==> src/rtl/ps2_host_tx.sv <==
// PS/2 host-to-device transmitter.
// Sends one command byte to the keyboard. The open-drain ps2_clk/ps2_data pads
// are driven low through the *_oe outputs. The full sequence is: inhibit, then
// request-to-send, then the 11-bit frame, then the device acknowledge.
// While a transfer is in progress, rx_inhibit tells the shared receiver to
// ignore the bus.
module ps2_host_tx #(
    parameter int INHIBIT_CYCLES = 2500,
    parameter int RTS_CYCLES     = 25,
    parameter int TIMEOUT_CYCLES = 375000
) (
    input  logic       clk,
    input  logic       rst_n,
    input  logic [7:0] tx_data,
    input  logic       tx_valid,
    output logic       tx_ready,
    output logic       tx_done,
    output logic       tx_err,
    output logic       rx_inhibit,
    input  logic       ps2_clk_in,
    input  logic       ps2_data_in,
    output logic       ps2_clk_oe,
    output logic       ps2_data_oe
);

    localparam logic [2:0] S_IDLE      = 3'd0;
    localparam logic [2:0] S_INHIBIT   = 3'd1;
    localparam logic [2:0] S_RTS       = 3'd2;
    localparam logic [2:0] S_DATA      = 3'd3;
    localparam logic [2:0] S_ACK       = 3'd4;
    localparam logic [2:0] S_WAIT_IDLE = 3'd5;
    localparam logic [2:0] S_DONE      = 3'd6;
    localparam logic [2:0] S_ERR       = 3'd7;

    // Terminal counts; each counter runs from 0 to its terminal value inclusive.
    localparam logic [11:0] INH_LAST = 12'(INHIBIT_CYCLES - 1);
    localparam logic [11:0] RTS_LAST = 12'(RTS_CYCLES - 1);
    localparam logic [18:0] TO_LAST  = 19'(TIMEOUT_CYCLES - 1);
    // The 10th device clock fall places the stop bit; the count is 9 at that fall.
    localparam logic [3:0]  BIT_LAST = 4'd9;

    // Pad synchronizers. They reset to 1, which is the idle (pulled-up) bus level.
    logic clk_meta_q, clk_sync_q, clk_prev_q;
    logic data_meta_q, data_sync_q;
    logic clk_fall;

    // Two-flop synchronizers on both pads, plus a delayed copy of the clock for edge detect.
    always_ff @(posedge clk or negedge rst_n) begin
        if (!rst_n) begin
            clk_meta_q  <= 1'b1;
            clk_sync_q  <= 1'b1;
            clk_prev_q  <= 1'b1;
            data_meta_q <= 1'b1;
            data_sync_q <= 1'b1;
        end else begin
            clk_meta_q  <= ps2_clk_in;
            clk_sync_q  <= clk_meta_q;
            clk_prev_q  <= clk_sync_q;
            data_meta_q <= ps2_data_in;
            data_sync_q <= data_meta_q;
        end
    end

    // The fall is built only from registered signals. Because the FSM acts on it
    // at the next edge, data_oe moves 3 cycles after the pad clock falls.
    assign clk_fall = clk_prev_q & ~clk_sync_q;

    logic [2:0]  state_q,   state_d;
    logic [11:0] cnt_q,     cnt_d;
    logic [18:0] to_cnt_q,  to_cnt_d;
    logic [3:0]  bit_cnt_q, bit_cnt_d;
    logic [9:0]  shreg_q,   shreg_d;
    logic        clk_oe_q,  clk_oe_d;
    logic        data_oe_q, data_oe_d;

    // Next-state logic for the transmit sequence.
    always_comb begin
        state_d   = state_q;
        cnt_d     = cnt_q;
        to_cnt_d  = to_cnt_q;
        bit_cnt_d = bit_cnt_q;
        shreg_d   = shreg_q;
        clk_oe_d  = clk_oe_q;
        data_oe_d = data_oe_q;

        case (state_q)
            S_IDLE: begin
                clk_oe_d  = 1'b0;
                data_oe_d = 1'b0;
                if (tx_valid) begin
                    // Frame held as {stop, odd parity, data}; it is shifted out LSB first.
                    shreg_d  = {1'b1, ~^tx_data, tx_data};
                    cnt_d    = '0;
                    clk_oe_d = 1'b1;
                    state_d  = S_INHIBIT;
                end
            end
            S_INHIBIT: begin
                if (cnt_q == INH_LAST) begin
                    cnt_d     = '0;
                    data_oe_d = 1'b1;   // start bit; this is the request-to-send
                    state_d   = S_RTS;
                end else begin
                    cnt_d = cnt_q + 12'd1;
                end
            end
            S_RTS: begin
                if (cnt_q == RTS_LAST) begin
                    clk_oe_d  = 1'b0;   // hand the clock to the device
                    to_cnt_d  = '0;
                    bit_cnt_d = '0;
                    state_d   = S_DATA;
                end else begin
                    cnt_d = cnt_q + 12'd1;
                end
            end
            S_DATA: begin
                if (to_cnt_q == TO_LAST) begin
                    clk_oe_d  = 1'b0;
                    data_oe_d = 1'b0;
                    state_d   = S_ERR;
                end else begin
                    to_cnt_d = to_cnt_q + 19'd1;
                    if (clk_fall) begin
                        data_oe_d = ~shreg_q[0];
                        shreg_d   = {1'b0, shreg_q[9:1]};
                        bit_cnt_d = bit_cnt_q + 4'd1;
                        if (bit_cnt_q == BIT_LAST) begin
                            state_d = S_ACK;
                        end
                    end
                end
            end
            S_ACK: begin
                if (to_cnt_q == TO_LAST) begin
                    data_oe_d = 1'b0;
                    state_d   = S_ERR;
                end else begin
                    to_cnt_d = to_cnt_q + 19'd1;
                    if (clk_fall) begin
                        state_d = data_sync_q ? S_ERR : S_WAIT_IDLE;
                    end
                end
            end
            S_WAIT_IDLE: begin
                if (to_cnt_q == TO_LAST) begin
                    state_d = S_ERR;
                end else begin
                    to_cnt_d = to_cnt_q + 19'd1;
                    if (clk_sync_q && data_sync_q) begin
                        state_d = S_DONE;
                    end
                end
            end
            S_DONE: begin
                state_d = S_IDLE;
            end
            S_ERR: begin
                clk_oe_d  = 1'b0;
                data_oe_d = 1'b0;
                state_d   = S_IDLE;
            end
            default: begin
                clk_oe_d  = 1'b0;
                data_oe_d = 1'b0;
                state_d   = S_IDLE;
            end
        endcase
    end

    // State registers. Asynchronous reset releases both pads immediately.
    always_ff @(posedge clk or negedge rst_n) begin
        if (!rst_n) begin
            state_q   <= S_IDLE;
            cnt_q     <= '0;
            to_cnt_q  <= '0;
            bit_cnt_q <= '0;
            shreg_q   <= '0;
            clk_oe_q  <= 1'b0;
            data_oe_q <= 1'b0;
        end else begin
            state_q   <= state_d;
            cnt_q     <= cnt_d;
            to_cnt_q  <= to_cnt_d;
            bit_cnt_q <= bit_cnt_d;
            shreg_q   <= shreg_d;
            clk_oe_q  <= clk_oe_d;
            data_oe_q <= data_oe_d;
        end
    end

    assign tx_ready    = (state_q == S_IDLE);
    assign rx_inhibit  = (state_q != S_IDLE);
    assign tx_done     = (state_q == S_DONE);
    assign tx_err      = (state_q == S_ERR);
    assign ps2_clk_oe  = clk_oe_q;
    assign ps2_data_oe = data_oe_q;

endmodule

==> config.mk <==
export PLATFORM = sky130hd
export DESIGN_NAME = ps2_host_tx
export DESIGN_NICKNAME = d
export VERILOG_FILES = /design/src/rtl/ps2_host_tx.sv
export SDC_FILE = /design/constraint.sdc
export NUM_CORES = 1
export LEC_CHECK = 0
export CAP_MARGIN = 20
export CELL_PAD_IN_SITES_DETAIL_PLACEMENT = 0
export CELL_PAD_IN_SITES_GLOBAL_PLACEMENT = 1
export CORE_ASPECT_RATIO = 0.8
export CORE_MARGIN = 2
export CORE_UTILIZATION = 40
export CTS_BUF_LIST = sky130_fd_sc_hd__clkbuf_4 sky130_fd_sc_hd__clkbuf_8
export CTS_CLUSTER_SIZE = 25
export DETAILED_ROUTE_END_ITERATION = 7
export DONT_BUFFER_PORTS = 1
export PLACE_DENSITY = 0.67
export SYNTH_ARGS = -nofsm -noshare
export SYNTH_HDL_FRONTEND = slang
export SYNTH_SLANG_ARGS = --single-unit
==> constraint.sdc <==
create_clock -name clk -period 2.7 [get_ports clk]
set_input_delay 0.135 -clock clk [delete_from_list [all_inputs] [get_ports clk]]
set_output_delay 0.135 -clock clk [all_outputs]
set_load 0.01 [all_outputs]
==> metrics <==
Reg2Reg Setup Slack between 0.2 and 0.25 ns; Worst path slowest cell or4b_1; Worst-Skew Late Latency between 0.3 and 0.4 ns; number of synthesized flops with an enable pin 0; Synth area leaders dfrtp_1 (41%), xnor2_1 (5.7%), dfstp_2 (4.3%); Setup TNS 0 ns; unrepaired setup endpoints after global routing false; HPWL after DPL about 4700 microns; CTS Root Cell clkbuf_8; Final setup viols 0; Nets 358; cell area after placement 3266 sq um; global-route wire length before repair 11670 microns; period utilization 91.30%; initial antenna violation count 0; gr usage total 17.57%; worst IR drop on VDD 0.2865 mV; maxcap violations 0; chip width 102.2 microns; min cycle time layout 2.465 ns; Rel. slew slack 64.14%; vias in the first global route 2302; DRC errors left 0; multi-input logic area 1602 sq um; TritonCTS clock tree done; Die ar. 8443 sq um; area share of the largest cell type after synthesis 40.52%; Critical Path Max Stage Delay ~0.5 ns; post-DR wirelength/cell 14.97 microns; Syn Inst Count 327; Post-Route Utilization 46.72%; Hold/Removal Path Class input port to flop; Critical path buffers and inverters 1; # IOs 19; worst setup path category flop to flop; CTS max path bufs 2; Post-CTS Setup Inserts 0; Synth async-reset ratio 100.0%; core area 7427 sq um; Slew Limit Fails 0; startpoint types flop; power density over the cells 448.5 nW/um^2; layout cell share with drive strength beyond 1 12.02%; commonest cells after routing, fill and taps aside dfrtp_1 (50), nand2_1 (33), nor2_1 (32); # rows 28; fmax between 400 and 500 MHz; sequential-to-total area share from yosys stat 44.77%; vias per inst between 5 and 6; clk slew on worst S/H paths about 0.11 ns; Antenna diodes 0; most common cell after layout, fill and taps aside dfrtp_1; CP arrival 2.71 ns; starting density of the core 41.58%; P&R area growth vs syn 12.36%; Top FF cell, synth dfrtp_1; fin area 3470 sq um; net count after synthesis 345; CTS H-tree depth 2; CTS Sinks 55; final-layout fill cell count around 740; grt total ovfl 0; port bufs 0; DRT Pass-1 Iters 4; CP endpoint kind flop; slew at the pin with the worst max-slew slack 0.5374 ns; Mapped Area a little over 3000 sq um; Pwr Total 1.556 mW; largest net degree at the start of global routing between 50 and 60; Clock Skew approximately 0.010 ns; mean post-synth cell area 9.443 sq um; CP top delay family simple AND/OR/NAND/NOR gates; status complete, no violations; Worst Path Required slightly below 3 ns; Synth area leader dfrtp_1; endpoints failing hold 0; RD Place Congestion 0.7770; Synth Register Bits 55; Lkg Pwr 1.538 nW; Antenna Nets Post-Route 0; post-synthesis cell type count 53; DR vias 2330; CP Max Fanout 14; cells along the critical path inv_1 > ha_1 > nor3b_1 > and4_1 > nor2_2 > or3_4 > or4b_1 > nand2_1; DIE HEIGHT between 80 and 90 microns; CTS buffer count 5; Synth Warn # 0; worst hold slack 0.02717 ns; sequential cell area between 1000 and 1500 sq um; DR iter-0 viols 60; routed wire length 6676 microns
cell usage after synthesis (all sizes together) (4+ instances only):
master and number:
inv 10, dfstp 5, a21oi 6, nand4 6, xnor2 20, nor3 9
clkbuf 10, and3 7, and4 5, o21ai 20, buf 4, or3 5
xor2 7, o31ai 7, nand2 33, mux2i 9, nor4 6, ha 5
nand3 17, dfrtp 50, nor2 33, nor3b 5, and2 6
through the flow:
step / std cells / setup WS (ns)
floorplan: 327 / 0.3548
global placement: 433 / 0.3565
detailed placement: 433 / 0.2820
CTS: 446 / 0.2414
global route: 446 / 0.08021
finish: 446 / 0.2350
cells by family after synthesis:
family                   Yosys count  share of synthesized area, %
adder cells (fa/ha/maj)            5                         2.026
AND/OR/NAND/NOR                  152                         26.86
AO/OA/AOI/OAI                     52                         11.31
flip-flops                        55                         44.77
buffers and inverters             24                         3.363
multiplexers                      12                         4.011
XOR/XNOR                          27                         7.658
sequential cells by signal (all words and copies together), names as in the netlist, 3 cells and up:
signal,count
cnt_q,12
state_q,3
shreg_q,10
to_cnt_q,19
bit_cnt_q,4
power by group:
group | switching, mW | total (mW) | internal, mW
sequential | 0.00289 | 0.834 | 0.831
combinational | 0.0318 | 0.0589 | 0.0271
clock | 0.282 | 0.664 | 0.381
total | 0.317 | 1.56 | 1.24
path summary, 6_finish.rpt:
path,cells after the start,end,from
min in group asynchronous,2,to_cnt_q[2],rst_n
max in group asynchronous,2,data_meta_q,rst_n
min reg2reg,0,clk_sync_q,clk_meta_q
max reg2reg,8,to_cnt_q[16],cnt_q[0]
max,8,to_cnt_q[16],cnt_q[0]
min,2,shreg_q[5],tx_data[5]
routing by layer:
metal	vias up	global-route usage, %	share of wire (%)
li1	1188	-	-
met1	1110	26.70	54
met2	27	25.13	41
met3	5	3.788	3.6
met4	0	4.400	0.87
met5	-	0	0
layout make-up:
class | count | area share (%)
clock buffers | 6 | 2.200
clock inverters | 2 | 1.731
inverters | 10 | 1.082
multi-input cells | 248 | 46.16
flip-flops and latches | 55 | 39.85
well taps | 105 | 3.787
repair buffers | 20 | 5.193
repair_timing:
action / in CTS / in global routing
endpoints found under the hold margin: 59 / 0
resized for setup: 0 / 0
hold buffers: 5 / 0
worst reg2reg max path: stages (launching register included):
cell	delay, ns
dfrtp_1	0.45
inv_1	0.08
ha_1	0.14
nor3b_1	0.32
and4_1	0.29
nor2_2	0.12
or3_4	0.42
or4b_1	0.50
nand2_1	0.08
Power figures use the tool's default switching activity.
